## src/rtl/rr_req_queue.sv

```systemverilog
// Two-channel request queue feeding a 2-way round-robin arbiter; pops the granted head word.
// Optional rejected-push counter on drop_cnt is enabled by defining RRQ_DROP_CNT_EN.
module rr_req_queue #(
    parameter int unsigned WIDTH = 8,
    parameter int unsigned DEPTH = 4
) (
    input  logic             clk,
    input  logic             reset,
    input  logic [1:0]       push,
    input  logic [WIDTH-1:0] din0,
    input  logic [WIDTH-1:0] din1,
    output logic [1:0]       full,
    output logic [1:0]       request,
    input  logic [1:0]       grant,
    output logic [WIDTH-1:0] dout,
    output logic             dout_valid,
    output logic             dout_ch,
`ifdef RRQ_DROP_CNT_EN
    output logic [7:0]       drop_cnt,
`endif
    output logic             err_grant
);

    localparam int unsigned AW = $clog2(DEPTH);
    localparam int unsigned CW = AW + 1;

    logic [WIDTH-1:0] mem_q    [2][DEPTH];
    logic [AW-1:0]    rd_ptr_q [2];
    logic [AW-1:0]    rd_ptr_d [2];
    logic [AW-1:0]    wr_ptr_q [2];
    logic [AW-1:0]    wr_ptr_d [2];
    logic [CW-1:0]    count_q  [2];
    logic [CW-1:0]    count_d  [2];
    logic [WIDTH-1:0] din      [2];

    logic [1:0]       push_ok;
    logic [1:0]       pop;
    logic             grant_both;

    logic [WIDTH-1:0] dout_q, dout_d;
    logic             dout_valid_q, dout_valid_d;
    logic             dout_ch_q, dout_ch_d;
    logic             err_grant_q, err_grant_d;

    assign din[0] = din0;
    assign din[1] = din1;

    // Status decodes registered counts only, never the inputs.
    always_comb begin
        for (int i = 0; i < 2; i++) begin
            full[i]    = (count_q[i] == CW'(DEPTH));
            request[i] = (count_q[i] != '0);
        end
    end

    // A double grant is an arbiter fault: no pop, flag raised.
    always_comb begin
        grant_both = &grant;
        for (int i = 0; i < 2; i++) begin
            push_ok[i] = push[i] & ~full[i];
            pop[i]     = grant[i] & ~grant_both & request[i];
        end
    end

    always_comb begin
        for (int i = 0; i < 2; i++) begin
            wr_ptr_d[i] = push_ok[i] ? wr_ptr_q[i] + AW'(1) : wr_ptr_q[i];
            rd_ptr_d[i] = pop[i]     ? rd_ptr_q[i] + AW'(1) : rd_ptr_q[i];
            count_d[i]  = count_q[i] + CW'(push_ok[i]) - CW'(pop[i]);
        end
    end

    always_comb begin
        dout_d       = dout_q;
        dout_ch_d    = dout_ch_q;
        dout_valid_d = |pop;
        err_grant_d  = err_grant_q | grant_both;
        if (pop[1]) begin
            dout_d    = mem_q[1][rd_ptr_q[1]];
            dout_ch_d = 1'b1;
        end else if (pop[0]) begin
            dout_d    = mem_q[0][rd_ptr_q[0]];
            dout_ch_d = 1'b0;
        end
    end

    always_ff @(posedge clk) begin
        if (reset) begin
            for (int i = 0; i < 2; i++) begin
                rd_ptr_q[i] <= '0;
                wr_ptr_q[i] <= '0;
                count_q[i]  <= '0;
            end
            dout_q       <= '0;
            dout_valid_q <= 1'b0;
            dout_ch_q    <= 1'b0;
            err_grant_q  <= 1'b0;
        end else begin
            for (int i = 0; i < 2; i++) begin
                rd_ptr_q[i] <= rd_ptr_d[i];
                wr_ptr_q[i] <= wr_ptr_d[i];
                count_q[i]  <= count_d[i];
            end
            dout_q       <= dout_d;
            dout_valid_q <= dout_valid_d;
            dout_ch_q    <= dout_ch_d;
            err_grant_q  <= err_grant_d;
        end
    end

    // Storage needs no reset; validity is tracked by the pointers and counts.
    always_ff @(posedge clk) begin
        for (int i = 0; i < 2; i++) begin
            if (push_ok[i]) begin
                mem_q[i][wr_ptr_q[i]] <= din[i];
            end
        end
    end

    assign dout       = dout_q;
    assign dout_valid = dout_valid_q;
    assign dout_ch    = dout_ch_q;
    assign err_grant  = err_grant_q;

`ifdef RRQ_DROP_CNT_EN
    logic [7:0] drop_cnt_q, drop_cnt_d;
    logic [1:0] reject;
    logic [8:0] drop_sum;

    always_comb begin
        reject     = push & full;
        drop_sum   = {1'b0, drop_cnt_q} + 9'(reject[0]) + 9'(reject[1]);
        drop_cnt_d = drop_sum[8] ? 8'hFF : drop_sum[7:0];
    end

    always_ff @(posedge clk) begin
        if (reset) begin
            drop_cnt_q <= '0;
        end else begin
            drop_cnt_q <= drop_cnt_d;
        end
    end

    assign drop_cnt = drop_cnt_q;
`endif

endmodule
```

## config.mk

```make
export PLATFORM = sky130hd
export DESIGN_NAME = rr_req_queue
export DESIGN_NICKNAME = d
export VERILOG_FILES = /design/src/rtl/rr_req_queue.sv
export SDC_FILE = /design/constraint.sdc
export NUM_CORES = 1
export LEC_CHECK = 0
export ABC_CLOCK_PERIOD_IN_PS = 3100
export CAP_MARGIN = 10
export CELL_PAD_IN_SITES_DETAIL_PLACEMENT = 0
export CELL_PAD_IN_SITES_GLOBAL_PLACEMENT = 2
export CORE_AREA = 2 2 115 117
export DETAILED_ROUTE_END_ITERATION = 6
export DIE_AREA = 0 0 117 119
export GPL_ROUTABILITY_DRIVEN = 1
export GPL_TIMING_DRIVEN = 0
export HOLD_SLACK_MARGIN = 0.12
export PLACE_DENSITY = 0.69
export RECOVER_POWER = 25
export SLEW_MARGIN = 25
export SYNTH_ARGS = -nofsm -noshare
export SYNTH_HDL_FRONTEND = slang
export SYNTH_SLANG_ARGS = --single-unit
```

## constraint.sdc

```tcl
create_clock -name clk -period 3.1 [get_ports clk]
set_clock_uncertainty 0.15 [all_clocks]
set_input_delay 0.465 -clock clk [delete_from_list [all_inputs] [get_ports clk]]
set_output_delay 0.465 -clock clk [all_outputs]
set_load 0.01 [all_outputs]
```

==> flow_metrics.env <==
export IMPL_status="finished, final reports clean"
export IMPL_hpwlAfterDp_um=5127
export IMPL_cts_buffers=9
export IMPL_drv_slew=0
export IMPL_switching_share_pct=28.80
export IMPL_fin_util_pct=36.01
export IMPL_hold_buffers=0
export IMPL_design_area_um2=4636
export IMPL_num_nets_final=329
export IMPL_maxCapViolations=0
export IMPL_dieWidth_um=117
export IMPL_final_cell_mix="edfxtp_1, dfxtp_1, clkdlybuf4s50_1, nor3_1, mux4_1"
export IMPL_grt_max_degree=17
export IMPL_final_antenna_net_count=0
export IMPL_finalSetupViolCount=0
export IMPL_cp_slowest_cell="clkdlybuf4s50_1"
export IMPL_crit_arrival_ps=2840
export IMPL_max_slew_margin_pct=60.65
export IMPL_netlist_instances=247
export IMPL_seq_area_um2=2422
export IMPL_crit_path_cell_trace="clkdlybuf4s50_1 > nor2b_1 > clkbuf_1 > nand2_1 > inv_1 > ha_1 > inv_1 > ha_1 > fa_1 > xnor2_1 > xnor2_1 > nor2_1"
export IMPL_whs_ps=323.8
export IMPL_place_area_um2=4333
export IMPL_via_per_inst=4.592
export IMPL_ir_drop_v=0.0002401
export IMPL_multi_input_area_um2=1162
export IMPL_post_route_period_util_pct=89.99
export IMPL_antenna_found_initial=0
export IMPL_cts_resized=0
export IMPL_ys_top_cells_by_area="edfxtp_1, dfxtp_1, mux4_1"
export IMPL_num_vias=2181
export IMPL_path_class="primary input to flip-flop"
export IMPL_hold_path_class="flip-flop to flip-flop"
export IMPL_hold_viol=0
export IMPL_p_per_area_nw_per_um2=753.4
export IMPL_gr_total_overflow=0
export IMPL_drcViolationCount=0
export IMPL_seq_power_share_pct=44.0
export IMPL_synth_top_area_share_pct=51.22
export IMPL_crit_fanout=10
export IMPL_rsz0062_at_grt="no"
export IMPL_combPwrFrac_pct=24.8
export IMPL_power_frac_clock_pct=31.2
export IMPL_drt_total_wl_um=7305
export IMPL_post_cts_repair_setup_buffers=0
export IMPL_synth_seq_cells=89
export IMPL_areaGrowthSynthToFinish_pct=23.54
export IMPL_worst_pin_slew_ps=590.2
export IMPL_fmax_ghz=0.3585
export IMPL_cts_sinks=89
export IMPL_start_util_pct=29.14
export IMPL_drive_above_1_share_pct=11.71
export IMPL_nFillCells=1249
export IMPL_root_buffer="clkbuf_16"
export IMPL_cts_htree_levels=3
export IMPL_p_int_w=0.002486
export IMPL_clockBufferDepth=2
export IMPL_clk_pin_slew_ps=70
export IMPL_portBuffers=36
export IMPL_slowest_delay_ps=530
export IMPL_synth_cell_area_um2=3752
export IMPL_dieArea_um2=13920
export IMPL_drt_iter0_drc=67
export IMPL_die_h_um=119
export IMPL_final_common_cell="edfxtp_1"
export IMPL_core_area_um2=12870
export IMPL_place_congestion=0.7729
export IMPL_critPathLaunchType="primary input"
export IMPL_dr_pass1_iters=4
export IMPL_grt_pass1_vias=2253
export IMPL_synth_net_count=282
export IMPL_synth_area_per_cell_um2=15.19
export IMPL_timing_final_crit_period_ps=2790
export IMPL_ios=37
export IMPL_diodes=0
export IMPL_dp_cells=459
export IMPL_yosysSeqAreaShare_pct=64.55
export IMPL_synth_distinct_cells=33
export IMPL_stdcell_count=475
export IMPL_clkLatencyLatePin_ps=330
export IMPL_synth_top_area_cell="edfxtp_1"
export IMPL_critPathCaptureType="flip-flop"
export IMPL_grt_use_total_pct=11.37
export IMPL_worstPathRequired_ps=3150
export IMPL_p_leak_nw=1.614
export IMPL_grt_pass1_wl_um=11580
export IMPL_yosys_warnings=0
export IMPL_power_total_w=0.003492
export IMPL_p_sw_w=0.001006
export IMPL_detail_route_wl_per_cell_um=15.38
export IMPL_num_rows=42
export IMPL_cts_tree="done"
power groups by stage:
stage | registers [W] | logic (W) | clock network [W]
2_1_floorplan | 0.00155 | 0.000545 | 0
3_3_place_gp | 0.00156 | 0.000869 | 0
3_5_place_dp | 0.00156 | 0.000878 | 0
4_1_cts | 0.00154 | 0.000886 | 0.00112
5_1_grt | 0.00155 | 0.000966 | 0.00117
6_report | 0.00154 | 0.000866 | 0.00109
stage by stage:
stage               worst slack [ps]  TNS [ps]
floorplan                      747.7         0
global placement              -19.84    -19.84
detailed placement            -18.79    -18.79
CTS                            314.7         0
global route                   96.43         0
finish                         310.4         0
Yosys cell counts:
cell type	instances
xor2_1	1
dfxtp_1	25
mux4_1	16
inv_2	2
nand2_1	3
clkinv_2	2
nor4_1	8
nand2b_1	1
a21oi_1	11
clkbuf_2	2
o21ai_0	7
and2_1	1
o31ai_1	2
or2b_1	1
edfxtp_1	64
fa_1	2
ha_1	11
a221oi_1	8
and3_1	8
nor2_1	7
xnor2_1	2
nor2b_1	4
clkbuf_8	1
and2b_1	1
clkbuf_1	3
buf_2	8
inv_1	14
nor3_1	18
nor3_2	2
or4_1	2
nand3_1	6
or3b_1	2
buf_6	2
area by class of cell:
type,count,area share [%]
Sequential cell,89,52.25
Multi-Input combinational cell,124,25.07
Timing Repair Buffer,36,7.773
Clock buffer,9,4.858
Tap cell,176,4.750
Buffer,16,2.105
Clock inverter,7,1.673
Inverter,18,1.511
metal layers:
layer	wire length [um]	global-route usage [%]	part of all wire, %	up-vias
met3	295	1.934	4.0	11
met1	3234	14.86	44	1072
met4	148	5.294	2.0	0
met2	3626	18.32	50	44
li1	-	-	-	1054
met5	0	0	0	-
state kept, by name, summed over array words and instances, names as in the netlist:
register and count:
wr_ptr_q 4, dout 8, dout_valid 1, err_grant 1, rd_ptr_q 4, dout_ch 1
count_q 6, mem_q 64
worst max-delay path, delay by kind of cell:
family / cells / cell delay, ps
xor+xnor: 2 / 320
buf+inv: 4 / 1050
simple gates: 3 / 330
fa+ha+maj: 3 / 690
final timing paths:
path / end / from / cells past startpoint / slack, ps
hold / removal: err_grant / err_grant / 2 / 320
setup reg to reg: count_q[0][2] / count_q[0][1] / 12 / 550
hold reg to reg: err_grant / err_grant / 2 / 320
setup / recovery: count_q[0][2] / grant[0] / 12 / 310
logic make-up (layout without fill, tap and decap cells):
family | Yosys count | in the layout | share of synthesized area [%]
DFF | 89 | 89 | 64.55
and+or+nand+nor | 64 | 64 | 9.670
buffers and inverters | 34 | 86 | 4.468
AOI/OAI and AO/OA | 28 | 28 | 4.668
muxes | 16 | 16 | 11.20
adders and majority gates | 13 | 13 | 4.735
xor gates and xnor gates | 3 | 3 | 0.7004
Note: power is estimated with default switching activity, not from simulation.
